<file path="src/rtl/block_draw_sequencer.sv">
// rtl/block_draw_sequencer.sv - queues 3x3 grid completion events and feeds them one at a time to the rectangle drawer (optional SEQ_DEDUP_EN)
module block_draw_sequencer #(
  parameter int FIFO_DEPTH = 4,
  parameter int RECT_W     = 80,
  parameter int RECT_H     = 50
) (
  input  logic       clk,
  input  logic       reset,
  input  logic       ev_valid,
  input  logic [3:0] ev_block,
  output logic       ev_ready,
  input  logic       clear,
  output logic       rect_start,
  output logic [9:0] rect_x,
  output logic [8:0] rect_y,
  output logic [9:0] rect_w,
  output logic [8:0] rect_h,
  input  logic       rect_done,
  output logic       busy,
  output logic [8:0] drawn_mask,
  output logic       err_index
);

  localparam int AW = $clog2(FIFO_DEPTH);
  localparam int CW = AW + 1;

  typedef enum logic [1:0] {S_IDLE, S_LOAD, S_START, S_WAIT} state_t;

  state_t          state, next_state;
  logic [3:0]      mem [FIFO_DEPTH];
  logic [AW-1:0]   wr_ptr, rd_ptr;
  logic [CW-1:0]   count;
  logic            full, empty;
  logic            accept, idx_ok, push, pop;
  logic            done_hit, mark, cancel;
  logic [3:0]      head, cur_idx;
  logic [8:0]      done_bit;
  logic [9:0]      head_x;
  logic [8:0]      head_y;

  assign full     = (count == CW'(FIFO_DEPTH));
  assign empty    = (count == '0);
  assign ev_ready = !full;
  assign accept   = ev_valid && ev_ready;
  assign idx_ok   = (ev_block <= 4'd8);
  assign head     = mem[rd_ptr];
  assign done_hit = (state == S_WAIT) && rect_done;
  // A clear seen while this rectangle was in flight (or in the done cycle) suppresses its mask bit
  assign mark     = done_hit && !cancel && !clear;
  assign done_bit = 9'b1 << cur_idx;
  assign busy     = (state != S_IDLE) || !empty;
  assign rect_w   = 10'(RECT_W);
  assign rect_h   = 9'(RECT_H);

`ifdef SEQ_DEDUP_EN
  logic [8:0] pending_mask;
  logic [8:0] ev_bit;
  logic       dup;

  assign ev_bit = idx_ok ? (9'b1 << ev_block) : 9'b0;
  assign dup    = |((pending_mask | drawn_mask) & ev_bit);
  assign push   = accept && idx_ok && !clear && !dup;

  // Track blocks queued or being drawn so repeats are swallowed
  always_ff @(posedge clk or posedge reset) begin
    if (reset)      pending_mask <= '0;
    else if (clear) pending_mask <= '0;
    else            pending_mask <= (pending_mask | (push ? ev_bit : 9'b0)) & ~(mark ? done_bit : 9'b0);
  end
`else
  assign push   = accept && idx_ok && !clear;
`endif

  // Grid index to screen origin of its rectangle
  always_comb begin
    head_x = 10'd0;
    head_y = 9'd0;
    case (head)
      4'd0, 4'd3, 4'd6: head_x = 10'd152;
      4'd1, 4'd4, 4'd7: head_x = 10'd282;
      4'd2, 4'd5, 4'd8: head_x = 10'd412;
      default:          head_x = 10'd0;
    endcase
    case (head)
      4'd0, 4'd1, 4'd2: head_y = 9'd226;
      4'd3, 4'd4, 4'd5: head_y = 9'd325;
      4'd6, 4'd7, 4'd8: head_y = 9'd425;
      default:          head_y = 9'd0;
    endcase
  end

  // FSM state register
  always_ff @(posedge clk or posedge reset) begin
    if (reset) state <= S_IDLE;
    else       state <= next_state;
  end

  // FSM next-state; a clear in LOAD abandons the pop since the queue is being flushed
  always_comb begin
    next_state = state;
    case (state)
      S_IDLE:  if (!empty && !clear) next_state = S_LOAD;
      S_LOAD:  next_state = clear ? S_IDLE : S_START;
      S_START: next_state = S_WAIT;
      S_WAIT:  if (rect_done) next_state = S_IDLE;
      default: next_state = S_IDLE;
    endcase
  end

  // FSM outputs
  always_comb begin
    rect_start = (state == S_START);
    pop        = (state == S_LOAD) && !clear;
  end

  // Queue storage; contents need no reset because the pointers define validity
  always_ff @(posedge clk) begin
    if (push) mem[wr_ptr] <= ev_block;
  end

  // Queue pointers and occupancy
  always_ff @(posedge clk or posedge reset) begin
    if (reset) begin
      wr_ptr <= '0;
      rd_ptr <= '0;
      count  <= '0;
    end else if (clear) begin
      wr_ptr <= '0;
      rd_ptr <= '0;
      count  <= '0;
    end else begin
      if (push) wr_ptr <= wr_ptr + AW'(1);
      if (pop)  rd_ptr <= rd_ptr + AW'(1);
      case ({push, pop})
        2'b10:   count <= count + CW'(1);
        2'b01:   count <= count - CW'(1);
        default: count <= count;
      endcase
    end
  end

  // Capture the popped block and its coordinates; they stay put until the next pop
  always_ff @(posedge clk or posedge reset) begin
    if (reset) begin
      rect_x  <= '0;
      rect_y  <= '0;
      cur_idx <= '0;
      cancel  <= 1'b0;
    end else begin
      if (pop) begin
        rect_x  <= head_x;
        rect_y  <= head_y;
        cur_idx <= head;
        cancel  <= 1'b0;
      end else if (clear && ((state == S_START) || (state == S_WAIT))) begin
        cancel  <= 1'b1;
      end
    end
  end

  // Completed-block mask
  always_ff @(posedge clk or posedge reset) begin
    if (reset)      drawn_mask <= '0;
    else if (clear) drawn_mask <= '0;
    else if (mark)  drawn_mask <= drawn_mask | done_bit;
  end

  // Sticky out-of-range index flag, cleared only by reset
  always_ff @(posedge clk or posedge reset) begin
    if (reset)                  err_index <= 1'b0;
    else if (accept && !idx_ok) err_index <= 1'b1;
  end

endmodule

</file>
<file path="config.mk">
export PLATFORM = sky130hd
export DESIGN_NAME = block_draw_sequencer
export DESIGN_NICKNAME = d
export VERILOG_FILES = /design/src/rtl/block_draw_sequencer.sv
export SDC_FILE = /design/constraint.sdc
export NUM_CORES = 1
export LEC_CHECK = 0
export BUFFER_PORTS_ARGS = -buffer_cell sky130_fd_sc_hd__buf_2
export CORE_UTILIZATION = 40
export CTS_CLUSTER_SIZE = 16
export DETAILED_ROUTE_END_ITERATION = 10
export RECOVER_POWER = 50
export SLEW_MARGIN = 5
export SYNTH_ARGS = -nofsm -noshare
export SYNTH_HDL_FRONTEND = slang
export SYNTH_SLANG_ARGS = --single-unit
</file>
<file path="constraint.sdc">
create_clock -name clk -period 2.9 [get_ports clk]
set_clock_uncertainty 0.15 [all_clocks]
set_input_delay 0.58 -clock clk [delete_from_list [all_inputs] [get_ports clk]]
set_output_delay 0.58 -clock clk [all_outputs]
set_load 0.02 [all_outputs]
</file>
==> out/metrics.json <==
{
  "run_status": {
    "violated_checks": "capacitance limit, slew limit",
    "result_of_the_run": "finished with violations"
  },
  "placement": {
    "place.detailed.hpwl_mm": 2.97,
    "routability_congestion_estimate_from_global_placement": 0.739,
    "dp.cells": 328,
    "preCtsSetupSlack_ns": 0.216,
    "portBuffers": 35,
    "dpl_cell_area_mm2": 0.00271
  },
  "finish": {
    "post-route-util_pct": 46.1,
    "final.fill_count": 590,
    "layout-drive-gt1-share_pct": 18.4,
    "multiInputGateArea_mm2": 0.00102,
    "finalNonFillerCells": 336,
    "final_cell_area_mm2": 0.00280,
    "antenna-diode-count": 0,
    "num-nets-final": 280,
    "synthToLayoutAreaGrowth_pct": 8.39,
    "seqCellArea_mm2": 0.00136
  },
  "global_routing": {
    "wire_length_of_the_first_global_routing_pass_mm": 6.71,
    "met3_global_route_usage_pct": 3.41,
    "track_usage_pct": 13.3,
    "globalRouteMet1Util_pct": 19.3,
    "initial_antenna_violation_count": 0,
    "grt-ovfl-total": 0,
    "global_route.peak_usage_layer": "met2",
    "largest_net_degree_at_the_start_of_global_routing": 36,
    "vias_in_the_first_global_route": 1349,
    "grt_util_met2_pct": 19.6
  },
  "power": {
    "powerDensity_mw_per_mm2": 877,
    "p_leak_nw": 1.29,
    "irDropWorstVdd_mv": 0.458
  },
  "cts": {
    "clock_tree.buffer_depth": 2,
    "cts_inserted_buffers": 5,
    "clock_net_sink_count": 51,
    "cts_resized": 0,
    "number_of_buffers_inserted_for_hold_repair_after_clock_tree_synthesis": 0,
    "tritoncts_clock_tree": "done",
    "clk_root_buffer_cell": "sky130_fd_sc_hd__clkbuf_8",
    "clock_latency_ns": 0.29,
    "clkTransAtPathRegs_ns": 0.09,
    "cts_post_setup_buffers_inserted": 0,
    "htree_levels": 2
  },
  "logic_synthesis": {
    "synthesis.yosys.warnings": 0,
    "synth.ff_latch_count": 51,
    "synthesis.area_per_instance_um2": 11.5,
    "cell_variety_after_synth": 44,
    "synthDominantCellAreaShare_pct": 34.0,
    "syn_inst": 225,
    "synthesis.area_mm2": 0.00258,
    "synth_area_leader_cell": "sky130_fd_sc_hd__dfrtp_1",
    "yosys-top-cells-area": "sky130_fd_sc_hd__dfrtp_1 34%, sky130_fd_sc_hd__edfxtp_1 19%, sky130_fd_sc_hd__buf_4 7.9%",
    "synth_seq_area_share_pct": 52.6
  },
  "worst_setup_path": {
    "critical_path.startpoint_type": "flip-flop",
    "critical_path_arrival_ns": 2.48,
    "timing.critical_path.max_delay_family": "multiplexers",
    "number_of_gates_on_the_worst_path_with_buffers_counted": 6,
    "slowest_stage": "sky130_fd_sc_hd__mux4_1",
    "critPathRequiredTime_ns": 2.94,
    "critical_path.max_stage_delay_ns": 0.72,
    "setup.worst_path.end_class": "flip-flop",
    "worst-path-max-fanout": 6,
    "worst-path-buf-inv": 1,
    "number_of_cell_instances_on_the_worst_register_to_register_path": 6,
    "cp_cell_sequence": "mux4_1 -> inv_1 -> ha_1 -> or2_2 -> a21oi_1 -> o21ai_1",
    "timing_worst_setup_path_type": "flip-flop to flip-flop"
  },
  "floorplanning": {
    "dieHeight_um": 82.3,
    "core_region_area_mm2": 0.00606,
    "rows": 28,
    "die_area_mm2": 0.00677,
    "floorplan.io_pins": 60,
    "initial_utilization_pct": 42.5,
    "die-width_um": 82.3
  },
  "hold_path": {
    "min_path_type": "flip-flop to flip-flop",
    "min_delay_path_depth": 2
  },
  "route": {
    "dr.pass1.iters": 6,
    "drt-vias-per-instance": 4.60,
    "vias": 1545,
    "drtIter0Drc": 45,
    "antenna_violating_nets_post_route": 0,
    "drc": 0,
    "routed_wire_length_per_instance_um": 12.1,
    "routed_wl_mm": 4.05
  },
  "timing": {
    "rsz_0062_raised_after_global_routing": "no",
    "max_slew_margin_pct": -24.9,
    "final_max_slew_viol_count": 36,
    "finalWorstSetupSlack_ns": 0.456,
    "setup_tns_ns": 0,
    "post-route-period-util_pct": 84.3,
    "period_minus_slack_ns": 2.44,
    "hold_viol": 0,
    "max_freq_ghz": 0.409,
    "max_slew.worst_pin.slew_ns": 1.87,
    "final-setup-viol-count": 0
  },
  "run": {
    "cap_violations": 1
  }
}
-- layout by cell type, fill, tap and decap left out, types with 3 or more instances in the layout --
cell / count
sky130_fd_sc_hd__buf_2: 25
sky130_fd_sc_hd__conb_1: 24
sky130_fd_sc_hd__nand2_1: 24
sky130_fd_sc_hd__edfxtp_1: 16
sky130_fd_sc_hd__a31oi_1: 4
sky130_fd_sc_hd__and2_1: 6
sky130_fd_sc_hd__clkbuf_8: 5
sky130_fd_sc_hd__nand2b_1: 3
sky130_fd_sc_hd__a21oi_1: 8
sky130_fd_sc_hd__o21ai_1: 4
sky130_fd_sc_hd__dfrtp_1: 35
sky130_fd_sc_hd__nor2_1: 25
sky130_fd_sc_hd__mux2i_1: 3
sky130_fd_sc_hd__clkbuf_1: 13
sky130_fd_sc_hd__nor2b_1: 6
sky130_fd_sc_hd__ha_1: 10
sky130_fd_sc_hd__mux2_2: 5
sky130_fd_sc_hd__inv_1: 7
sky130_fd_sc_hd__buf_4: 3
-- kinds of logic after synthesis --
kind of cell / share of synthesized area [%]
other: 0.291
adder cells (fa/ha/maj): 5.63
AO/OA/AOI/OAI: 8.06
AND/OR/NAND/NOR: 13.9
flip-flops: 52.6
buffers and inverters: 11.1
XOR/XNOR: 1.36
multiplexers: 7.13
-- where the power goes --
part	internal, W	switching [W]	total (W)
clock	0.000258	0.000224	0.000483
sequential	0.000898	0.000146	0.00104
combinational	0.000368	0.000558	0.000926
total	0.00152	0.000928	0.00245
-- cells in the mapped netlist (all sizes together) --
cell and count:
mux4 4, inv 7, o21ai 7, mux2 5
nor2b 6, edfxtp 16, o311ai 1, and2 6
fa 1, buf 32, nand3 1, a31oi 4
dfrtp 35, a211oi 1, a22o 2, nor3 2
ha 10, xor2 2, nand3b 1, mux2i 3
o31ai 2, xnor2 2, o211ai 1, or3b 1
nand4b 1, or2 1, nand2b 3, a2bb2oi 1
o21bai 1, conb 2, o21a 1, o41ai 1
nand2 25, nor2 25, nor3b 2, clkbuf 2
a21oi 8
-- area by class of cell --
type | count | area share [%]
inverter | 7 | 0.940
clock inverter | 2 | 1.30
tap | 75 | 3.36
sequential | 51 | 48.5
clock buffer | 6 | 2.60
timing repair buffer | 40 | 6.89
multi-input combinational | 155 | 36.4
-- tightest hold or removal path: stages (launching register included) --
cell and delay (ns):
sky130_fd_sc_hd__dfrtp_1 0.35, sky130_fd_sc_hd__nand2_1 0.05, sky130_fd_sc_hd__o21ai_1 0.06
-- registers in the layout (all words and copies together) (netlist names), named ones only --
name / flops
cancel: 1
count: 3
cur_idx: 4
drawn_mask: 9
err_index: 1
mem: 16
rd_ptr: 2
rect_x: 5
rect_y: 6
state: 1
wr_ptr: 2
-- path summary, 6_finish.rpt --
path,start,end,slack (ns)
max,rd_ptr[0],rect_x[8],0.46
max in group asynchronous,reset,rect_x[1],0.74
min,rect_x[7],rect_x[7],0.34
min reg2reg,rect_x[7],rect_x[7],0.34
max reg2reg,rd_ptr[0],rect_x[8],0.46
min in group asynchronous,reset,count[2],0.78
-- layer usage --
metal	routed length (um)	part of all wire, %
met5	0	0
met1	2080	51
met3	194	4.8
met4	40	0.99
met2	1730	43
-- per-stage QoR --
step | power (W) | hold slack (ns)
after floorplan | 0.00186 | 0.304
after global placement | 0.00200 | 0.316
after detailed placement | 0.00202 | 0.312
after CTS | 0.00251 | 0.229
after global routing | 0.00265 | 0.365
final | 0.00245 | 0.337
Note: power is estimated with default switching activity, not from simulation.
